$ cat src/rtl/pipe_hazard_ctrl_if.sv
// Purpose : hazard-information and pipeline-control bundle between the
//           5-stage datapath and the central stall/flush sequencer.
// Ports   : master = datapath side (drives hazard info, dmem_ack; receives
//           enables/flushes/strobe/status), slave = hazard controller.
interface pipe_hazard_ctrl_if #(
  parameter int CNT_W = 16
);
  // hazard information from the datapath
  logic [4:0]       id_rs;
  logic [4:0]       id_rt;
  logic             id_uses_rt;
  logic             ex_memread;
  logic [4:0]       ex_rd;
  logic             branch_taken_ex;
  logic             mem_req;
  logic             dmem_ack;
  // pipeline-register controls back to the datapath
  logic             pc_en;
  logic             if_id_en;
  logic             if_id_flush;
  logic             id_ex_en;
  logic             id_ex_flush;
  logic             ex_mem_en;
  logic             mem_wb_bubble;
  logic             dmem_start;
  logic             mem_timeout_err;
  logic [CNT_W-1:0] stall_count;

  modport master (
    output id_rs, id_rt, id_uses_rt, ex_memread, ex_rd, branch_taken_ex,
           mem_req, dmem_ack,
    input  pc_en, if_id_en, if_id_flush, id_ex_en, id_ex_flush, ex_mem_en,
           mem_wb_bubble, dmem_start, mem_timeout_err, stall_count
  );

  modport slave (
    input  id_rs, id_rt, id_uses_rt, ex_memread, ex_rd, branch_taken_ex,
           mem_req, dmem_ack,
    output pc_en, if_id_en, if_id_flush, id_ex_en, id_ex_flush, ex_mem_en,
           mem_wb_bubble, dmem_start, mem_timeout_err, stall_count
  );
endinterface

$ cat src/rtl/pipe_hazard_ctrl.sv
// Purpose : stall/flush sequencer for the 5-stage pipeline; priority is
//           data-memory freeze > taken-branch flush > load-use stall.
// Latency : all pipeline controls are combinational from state and inputs;
//           only FSM state, wait counter, error flag and stall counter are flops.
// Backpressure: an unfinished data-memory access freezes every pipeline
//           register (MEM/WB takes a bubble) until dmem_ack, or for good
//           once the wait exceeds MEM_TIMEOUT.
// Ports   : clk, reset (async, active-low), bus (pipe_hazard_ctrl_if.slave).
module pipe_hazard_ctrl #(
  parameter int MEM_TIMEOUT = 15,
  parameter int CNT_W       = 16
) (
  input  logic              clk,
  input  logic              reset,
  pipe_hazard_ctrl_if.slave bus
);

  typedef enum logic [1:0] {RUN, MEM_WAIT, ERROR} state_t;

  localparam logic [7:0] TIMEOUT_C = 8'(MEM_TIMEOUT);

  state_t           state_q, state_d;
  logic [7:0]       wait_cnt_q, wait_cnt_d;
  logic             err_q, err_d;
  logic [CNT_W-1:0] stall_count_q, stall_count_d;

  logic freeze;
  logic load_use;
  logic pc_en, if_id_en, if_id_flush, id_ex_en, id_ex_flush, ex_mem_en;
  logic mem_wb_bubble, dmem_start;

  // r0 is hardwired to zero, so a load "into" r0 never creates a dependency
  assign load_use = bus.ex_memread && (bus.ex_rd != 5'd0) &&
                    ((bus.ex_rd == bus.id_rs) ||
                     (bus.id_uses_rt && (bus.ex_rd == bus.id_rt)));

  // next state / wait counting
  always_comb begin
    state_d    = state_q;
    wait_cnt_d = wait_cnt_q;
    err_d      = err_q;
    freeze     = 1'b0;
    dmem_start = 1'b0;
    case (state_q)
      RUN: begin
        // start is issued even for a zero-wait access (ack in the same cycle)
        dmem_start = bus.mem_req;
        if (bus.mem_req && !bus.dmem_ack) begin
          freeze     = 1'b1;
          state_d    = MEM_WAIT;
          wait_cnt_d = 8'd1;
        end
      end
      MEM_WAIT: begin
        if (bus.dmem_ack) begin
          state_d    = RUN;
          wait_cnt_d = 8'd0;
        end else begin
          freeze = 1'b1;
          if (wait_cnt_q == TIMEOUT_C) begin
            state_d = ERROR;
            err_d   = 1'b1;
          end else begin
            wait_cnt_d = wait_cnt_q + 8'd1;
          end
        end
      end
      ERROR: begin
        // terminal: only reset leaves, a late ack is ignored
        freeze = 1'b1;
        err_d  = 1'b1;
      end
      default: begin
        state_d = RUN;
      end
    endcase
  end

  // pipeline-register controls in priority order
  always_comb begin
    pc_en         = 1'b1;
    if_id_en      = 1'b1;
    if_id_flush   = 1'b0;
    id_ex_en      = 1'b1;
    id_ex_flush   = 1'b0;
    ex_mem_en     = 1'b1;
    mem_wb_bubble = 1'b0;
    if (freeze) begin
      pc_en         = 1'b0;
      if_id_en      = 1'b0;
      id_ex_en      = 1'b0;
      ex_mem_en     = 1'b0;
      mem_wb_bubble = 1'b1;
    end else if (bus.branch_taken_ex) begin
      // the dependent load-use instruction is on the wrong path anyway
      if_id_flush = 1'b1;
      id_ex_flush = 1'b1;
    end else if (load_use) begin
      pc_en       = 1'b0;
      if_id_en    = 1'b0;
      id_ex_flush = 1'b1;
    end
  end

  always_comb begin
    stall_count_d = stall_count_q;
    if (!pc_en && (stall_count_q != {CNT_W{1'b1}})) begin
      stall_count_d = stall_count_q + 1'b1;
    end
  end

  always_ff @(posedge clk or negedge reset) begin
    if (!reset) begin
      state_q       <= RUN;
      wait_cnt_q    <= 8'd0;
      err_q         <= 1'b0;
      stall_count_q <= '0;
    end else begin
      state_q       <= state_d;
      wait_cnt_q    <= wait_cnt_d;
      err_q         <= err_d;
      stall_count_q <= stall_count_d;
    end
  end

  assign bus.pc_en           = pc_en;
  assign bus.if_id_en        = if_id_en;
  assign bus.if_id_flush     = if_id_flush;
  assign bus.id_ex_en        = id_ex_en;
  assign bus.id_ex_flush     = id_ex_flush;
  assign bus.ex_mem_en       = ex_mem_en;
  assign bus.mem_wb_bubble   = mem_wb_bubble;
  assign bus.dmem_start      = dmem_start;
  assign bus.mem_timeout_err = err_q;
  assign bus.stall_count     = stall_count_q;

endmodule

$ cat src/flat_wrapper.sv
// flat-port wrapper written by rule: the top's interface ports become plain ports
module pipe_hazard_ctrl_flat 
#(
  parameter int MEM_TIMEOUT = 15,
  parameter int CNT_W       = 16
)
  (clk, reset, bus_id_rs, bus_id_rt, bus_id_uses_rt, bus_ex_memread, bus_ex_rd, bus_branch_taken_ex, bus_mem_req, bus_dmem_ack, bus_pc_en, bus_if_id_en, bus_if_id_flush, bus_id_ex_en, bus_id_ex_flush, bus_ex_mem_en, bus_mem_wb_bubble, bus_dmem_start, bus_mem_timeout_err, bus_stall_count);
  pipe_hazard_ctrl_if #(.CNT_W(CNT_W)) bus_i ();
  input  logic clk;
  input  logic reset;
  input wire logic [$bits(bus_i.id_rs)-1:0] bus_id_rs;
  input wire logic [$bits(bus_i.id_rt)-1:0] bus_id_rt;
  input wire logic [$bits(bus_i.id_uses_rt)-1:0] bus_id_uses_rt;
  input wire logic [$bits(bus_i.ex_memread)-1:0] bus_ex_memread;
  input wire logic [$bits(bus_i.ex_rd)-1:0] bus_ex_rd;
  input wire logic [$bits(bus_i.branch_taken_ex)-1:0] bus_branch_taken_ex;
  input wire logic [$bits(bus_i.mem_req)-1:0] bus_mem_req;
  input wire logic [$bits(bus_i.dmem_ack)-1:0] bus_dmem_ack;
  output wire logic [$bits(bus_i.pc_en)-1:0] bus_pc_en;
  output wire logic [$bits(bus_i.if_id_en)-1:0] bus_if_id_en;
  output wire logic [$bits(bus_i.if_id_flush)-1:0] bus_if_id_flush;
  output wire logic [$bits(bus_i.id_ex_en)-1:0] bus_id_ex_en;
  output wire logic [$bits(bus_i.id_ex_flush)-1:0] bus_id_ex_flush;
  output wire logic [$bits(bus_i.ex_mem_en)-1:0] bus_ex_mem_en;
  output wire logic [$bits(bus_i.mem_wb_bubble)-1:0] bus_mem_wb_bubble;
  output wire logic [$bits(bus_i.dmem_start)-1:0] bus_dmem_start;
  output wire logic [$bits(bus_i.mem_timeout_err)-1:0] bus_mem_timeout_err;
  output wire logic [$bits(bus_i.stall_count)-1:0] bus_stall_count;
  assign bus_i.id_rs = bus_id_rs;
  assign bus_i.id_rt = bus_id_rt;
  assign bus_i.id_uses_rt = bus_id_uses_rt;
  assign bus_i.ex_memread = bus_ex_memread;
  assign bus_i.ex_rd = bus_ex_rd;
  assign bus_i.branch_taken_ex = bus_branch_taken_ex;
  assign bus_i.mem_req = bus_mem_req;
  assign bus_i.dmem_ack = bus_dmem_ack;
  assign bus_pc_en = bus_i.pc_en;
  assign bus_if_id_en = bus_i.if_id_en;
  assign bus_if_id_flush = bus_i.if_id_flush;
  assign bus_id_ex_en = bus_i.id_ex_en;
  assign bus_id_ex_flush = bus_i.id_ex_flush;
  assign bus_ex_mem_en = bus_i.ex_mem_en;
  assign bus_mem_wb_bubble = bus_i.mem_wb_bubble;
  assign bus_dmem_start = bus_i.dmem_start;
  assign bus_mem_timeout_err = bus_i.mem_timeout_err;
  assign bus_stall_count = bus_i.stall_count;
  pipe_hazard_ctrl #(.MEM_TIMEOUT(MEM_TIMEOUT), .CNT_W(CNT_W)) u_core (.clk(clk), .reset(reset), .bus(bus_i));
endmodule
$ cat config.mk
export PLATFORM = sky130hd
export DESIGN_NAME = pipe_hazard_ctrl_flat
export DESIGN_NICKNAME = d
export VERILOG_FILES = /design/src/rtl/pipe_hazard_ctrl_if.sv /design/src/rtl/pipe_hazard_ctrl.sv /design/src/flat_wrapper.sv
export SDC_FILE = /design/constraint.sdc
export NUM_CORES = 1
export LEC_CHECK = 0
export CAP_MARGIN = 40
export CORE_MARGIN = 1
export CORE_UTILIZATION = 30
export DETAILED_ROUTE_END_ITERATION = 6
export PLACE_DENSITY_LB_ADDON = 0.25
export SETUP_SLACK_MARGIN = 0.5
export SLEW_MARGIN = 20
export SYNTH_ARGS = -nofsm -noshare
export SYNTH_HDL_FRONTEND = slang
export SYNTH_SLANG_ARGS = --single-unit
$ cat constraint.sdc
create_clock -name clk -period 2.55 [get_ports clk]
set_input_delay 0.3825 -clock clk [delete_from_list [all_inputs] [get_ports clk]]
set_output_delay 0.3825 -clock clk [all_outputs]
set_load 0.02 [all_outputs]
== Word level (Yosys, flattened, before mapping) ==
Index checks and enable logic that the tools add are counted.

* Register bits after elaboration: 27
* Input port bits: 22
* Output and inout bits: 25
* Word-level logic and storage cells: 58

* Add/subtract/negate cells: 2
* Equal/unequal tests: 11
* Muxes and demuxes: 25
* Bitwise logic cells: 1
* Reduce and logical (&&, ||, !) cells: 15

{| class="wikitable"
|+ Operators with widths
! cell !! count
|-
| 8-bit 2-to-1 mux || 3
|-
| 16-bit by 1-bit adder with 16-bit output (second input constant) || 1
|-
| 16-bit inequality test (second input constant) || 1
|-
| 8-bit one-hot mux with 2 select lines || 1
|-
| 1-bit 2-to-1 mux || 15
|-
| 5-bit equality test || 2
|-
| 3-bit AND reduction || 3
|-
| 8-bit by 1-bit adder with 8-bit output (second input constant) || 1
|-
| 8-bit by 4-bit equality test with 1-bit output (second input constant) || 1
|-
| 2-bit 2-to-1 mux || 3
|-
| 2-bit one-hot mux with 3 select lines || 1
|-
| 1-bit logical AND || 5
|-
| 5-bit nonzero test || 1
|-
| 2-bit by 1-bit inequality test with 1-bit output (second input constant) || 2
|-
| 2-bit nonzero test || 2
|-
| 3-bit by 2-bit inequality test with 1-bit output (second input constant) || 1
|-
| 3-bit inequality test (second input constant) || 1
|-
| 1-bit one-hot mux with 3 select lines || 1
|-
| 2-bit by 1-bit equality test with 1-bit output (second input constant) || 1
|-
| 2-bit equality test (second input constant) || 1
|-
| 1-bit logical NOT || 2
|-
| 2-bit logical NOT || 1
|-
| 2-bit inequality test (second input constant) || 1
|-
| 1-bit one-hot mux with 2 select lines || 1
|-
| 2 further kinds || 2
|}

== Depth between registers and ports, before layout ==
* Depth in word-level cells: 9
* Depth in mapped cells: 8
* Depth with buffers taken out: 7

== Worst setup path after synthesis ==
Ideal clock, no wire load.

* Path kind: input to output
* From: input bus_ex_rd[3]
* To: output bus_pc_en
* Data arrival time: 1671 ps
* Data required time: 2168 ps
* Setup slack: 496 ps
* Cell stages on the path: 6
* Path buffers: 1
* Cell sequence: xor2_1 -> nor4_1 -> a32oi_1 -> o31ai_1 -> inv_1 -> buf_4

* Word-level cells in the longest chain between the ends: 7
* Elaborated cells on any way between the ends: 10
* Those cells by class: eq/ne (2); mux (3); reduce/logical (5)

{| class="wikitable"
|+ RTL lines
! item !! line !! text
|-
| start, declared || flat_wrapper.sv:15 || <nowiki>input wire logic [$bits(bus_i.ex_rd)-1:0] bus_ex_rd;</nowiki>
|-
| 5-bit equality test || pipe_hazard_ctrl.sv:35 || <nowiki>(bus.id_uses_rt && (bus.ex_rd == bus.id_rt)));</nowiki>
|-
| 1-bit logical AND || pipe_hazard_ctrl.sv:35 ||
|-
| 1-bit logical OR || pipe_hazard_ctrl.sv:34 || <nowiki>((bus.ex_rd == bus.id_rs) ||</nowiki>
|-
| 1-bit logical AND (*) || pipe_hazard_ctrl.sv:33 || <nowiki>assign load_use = bus.ex_memread && (bus.ex_rd != 5'd0) &&</nowiki>
|-
| 1-bit 2-to-1 mux (*) (3 in a row) || -- ||
|-
| end, declared || flat_wrapper.sv:19 || <nowiki>output wire logic [$bits(bus_i.pc_en)-1:0] bus_pc_en;</nowiki>
|}

Every way passes the cells marked *; elsewhere a longest branch is shown, timed or not.

== Worst setup path after layout ==
* From: input bus_ex_rd[1]
* To: output bus_pc_en

* Word-level cells in the longest chain between the ends: 7
* Elaborated cells on any way between the ends: 10
* Those cells by class: eq/ne (2); mux (3); reduce/logical (5)

{| class="wikitable"
|+ RTL lines
! item !! line !! text
|-
| 5-bit equality test || pipe_hazard_ctrl.sv:35 ||
|-
| 1-bit logical AND || pipe_hazard_ctrl.sv:35 ||
|-
| 1-bit logical OR || pipe_hazard_ctrl.sv:34 ||
|-
| 1-bit logical AND (*) || pipe_hazard_ctrl.sv:33 ||
|-
| 1-bit 2-to-1 mux (*) || pipe_hazard_ctrl.sv:98 || <nowiki>end else if (load_use) begin</nowiki>
|-
| 1-bit 2-to-1 mux (*) || pipe_hazard_ctrl.sv:94 || <nowiki>end else if (bus.branch_taken_ex) begin</nowiki>
|-
| 1-bit 2-to-1 mux (*) || pipe_hazard_ctrl.sv:88 || <nowiki>if (freeze) begin</nowiki>
|}

Marked as above.

==> results.json <==
{
  "status": "complete, no violations",
  "hp-start": "bus_mem_req",
  "hold_class": "primary input to flip-flop",
  "utilization_pct": 49.7,
  "internal-power_w": 0.000978,
  "grtUsageTotal_pct": 15.1,
  "critPathArrivalTime_ns": 1.64,
  "cts_sinks": 27,
  "clk_latency_ns": 0.28,
  "multi_input_comb_area_um2": 885,
  "yosys_warnings": 0,
  "yosysSeqAreaShare_pct": 44.0,
  "drive_gt1_share_pct": 30.0,
  "cts_root_buf": "clkbuf_8",
  "fp-row-count": 25,
  "cts_hold_buf": 0,
  "drtAntennaViolNets": 0,
  "syn_avg_cell_area_um2": 9.66,
  "grt_pass1_wl_mm": 6.31,
  "netSwitchingFraction_pct": 37.5,
  "dpl.hpwl_mm": 2.69,
  "wire_per_inst_um": 13.6,
  "n_fill_cell": 474,
  "hold_violations": 0,
  "maxSlewHeadroom_pct": 70.2,
  "cp.required_ns": 2.17,
  "nets": 255,
  "drv_cap": 0,
  "totalNegativeSetupSlack_ns": 0,
  "clockPowerShare_pct": 16.0,
  "critPathKind": "primary input to primary output",
  "area_growth_pct": 56.1,
  "synth_top_area_share_pct": 44.0,
  "ys_dominant_reg_cell": "dfrtp_1",
  "path_buf_inv": 3,
  "rr_startpoint": "u_core.state_q[0]$_DFFE_PN0P_",
  "start_kind": "primary input",
  "worst_slew_pin_slew_ns": 0.443,
  "initial_core_util_pct": 31.9,
  "finalCritPeriodShare_pct": 79.3,
  "ioPinCount": 47,
  "pwr-share-comb_pct": 43.6,
  "power.switching_w": 0.000585,
  "port-buffer-count": 46,
  "cpPeakStageDelay_ns": 0.30,
  "overflow": 0,
  "crit_chain": "buf_2, xor2_1, nor4_2, a32oi_2, o31ai_4, inv_2, buf_6",
  "die_x_um": 73.5,
  "cts_buffer_depth": 2,
  "cp-startpoint": "bus_ex_rd[1]",
  "routabilityCongestion": 0.801,
  "drt_wl_total_mm": 4.03,
  "area.sequential_um2": 678,
  "first_pass_iters": 4,
  "cts_buffers": 3,
  "diodes": 0,
  "syn_nets": 183,
  "setup_viol": 0,
  "seq_power_share_pct": 40.4,
  "cp_max_fo": 3,
  "powerDensity_nw_per_um2": 652,
  "coreArea_um2": 4820,
  "synth_area_um2": 1540,
  "chipHeight_um": 73.5,
  "crit_family": "compound AO/OA/AOI/OAI gates",
  "viasPerCell": 4.69,
  "syn_inst": 159,
  "ys_ff_latch": 27,
  "antenna_found_initial": 0,
  "end_kind": "primary output",
  "drt_iter0_markers": 43,
  "htree_levels": 1,
  "rsz0062_at_grt": "yes",
  "fmax_mhz": 494,
  "period_needed_ns": 2.02,
  "synth-edff-count": 0,
  "irDropWorstVdd_mv": 0.411,
  "p_total_w": 0.00156,
  "vias": 1394,
  "grt_pass1_vias": 1413,
  "async_reset_ff_share_pct": 100,
  "synth_area_leader_cell": "dfrtp_1",
  "fp.dieArea_um2": 5410,
  "p_leak_nw": 1.07,
  "grt_start_max_net_pins": 28,
  "post-route-drc-count": 0,
  "clkSlewWorstSetupHoldPaths_ns": 0.10,
  "clock_skew_ns": 0.00708,
  "cts_tree": "done",
  "maxSlewViolCount": 0,
  "ys_top_cells_by_area": "dfrtp_1, xor2_1, nor2_1, xnor2_1, nand3_1",
  "synthDistinctLibCells": 38,
  "cp_slowest_cell": "nor4_2"
}
-- final timing paths --
path                                                           to  slack, ns  cells past startpoint
max                                                     bus_pc_en       0.53                      7
min                                 u_core.state_q[0]$_DFFE_PN0P_       0.46                      3
max reg2reg                u_core.bus.stall_count[12]$_DFFE_PN0P_       0.58                     13
min reg2reg                u_core.bus.mem_timeout_err$_DFFE_PN0P_       0.48                      1
max in group asynchronous   u_core.bus.stall_count[0]$_DFFE_PN0P_       1.79                      2
min in group asynchronous  u_core.bus.mem_timeout_err$_DFFE_PN0P_       0.47                      2
-- final cells by class --
cell class                      count  share of cell area (%)
Multi-Input combinational cell    118                    36.9
Tap cell                           67                    3.50
Clock inverter                      1                   0.209
Inverter                           10                    1.57
Clock buffer                        3                    1.72
Sequential cell                    27                    28.3
Timing Repair Buffer               71                    27.8
-- metal layers --
layer,wire length (µm),track usage (%)
met1,1800,19.2
met2,1990,25.4
met3,170,3.16
met4,74,5.13
met5,0,0
-- power groups by stage --
stage               Combinational, W  Sequential, W  Clock (W)
floorplan                   0.000219       0.000724          0
global placement            0.000589       0.000649          0
detailed placement          0.000599       0.000646          0
CTS                         0.000610       0.000642   0.000257
global route                0.000747       0.000646   0.000272
finish                      0.000682       0.000631   0.000250
-- flip-flops by register name (all words and copies together), names as in the netlist --
name                        cells
u_core.bus.mem_timeout_err      1
u_core.state_q                  2
u_core.wait_cnt_q               8
u_core.bus.stall_count         16
-- cells in the final DEF (no fill, tap or decap), drive strengths merged --
cell type / instances
o22a: 2
clkbuf: 6
xnor2: 6
mux2: 1
or4: 1
nor2b: 1
nand3: 9
nand2: 12
nor3: 9
a41o: 1
nor3b: 1
a21oi: 3
o31ai: 1
o211ai: 1
a211o: 1
and4: 1
o21ai: 5
clkdlybuf4s15: 4
dlymetal6s2s: 6
clkdlybuf4s50: 21
or2: 2
a32oi: 1
o21a: 1
and3: 5
and2: 2
nand4: 4
xor2: 23
dfrtp: 27
inv: 10
o31a: 1
nor2: 15
nor4: 3
dlygate4sd2: 3
ha: 2
or3: 3
o41ai: 1
buf: 34
clkinv: 1
-- what timing repair did --
item | 4_1_cts | 5_1_grt
buffers inserted | 9 | 4
gates cloned | 0 | 1
endpoints found under the setup margin | 21 | 25
hold endpoints to repair | 0 | 0
pin swaps | 10 | 15
gates resized for setup | 60 | 36
-- cell families (layout without fill, tap and decap cells) --
logic type / count (synthesis) / after routing / synth area share (%)
DFF: 27 / 27 / 44.0
muxes: 1 / 1 / 0.733
buffers and inverters: 15 / 85 / 4.65
adders and majority gates: 2 / 2 / 1.63
xor gates and xnor gates: 29 / 29 / 16.5
and+or+nand+nor: 68 / 68 / 24.0
AOI/OAI and AO/OA: 17 / 18 / 8.40
-- synth_stat cells, types with 2 or more instances --
cell / number
and2_1: 2
nor2_1: 15
buf_4: 2
nor3_1: 6
dfrtp_1: 27
nand2_1: 12
inv_1: 10
or3_1: 3
xor2_1: 23
nand3_1: 9
and3_1: 4
a21oi_1: 3
or2_2: 2
nand4_1: 4
o21ai_0: 4
ha_1: 2
clkbuf_1: 2
nor4_1: 3
nor3_2: 2
xnor2_1: 6
-- per-stage QoR --
| step | setup slack, ns | hold WS [ns] | area (µm²) | cells |
|---|---|---|---|---|
| after floorplan | 0.505 | 0.0869 | 1540 | 159 |
| after global placement | -0.258 | 0.453 | 2150 | 279 |
| after detailed placement | -0.252 | 0.463 | 2150 | 279 |
| after CTS | 0.408 | 0.476 | 2270 | 292 |
| after global routing | 0.459 | 0.486 | 2400 | 297 |
| final | 0.527 | 0.465 | 2400 | 297 |
-- worst reg2reg max path: cells and delay by family (launching register included) --
family	cells	cell delay, ns
flip-flops	1	0.43
buffers and inverters	8	0.96
AND/OR/NAND/NOR	2	0.14
XOR/XNOR	1	0.11
AO/OA/AOI/OAI	2	0.28
Note: power is estimated with default switching activity, not from simulation.
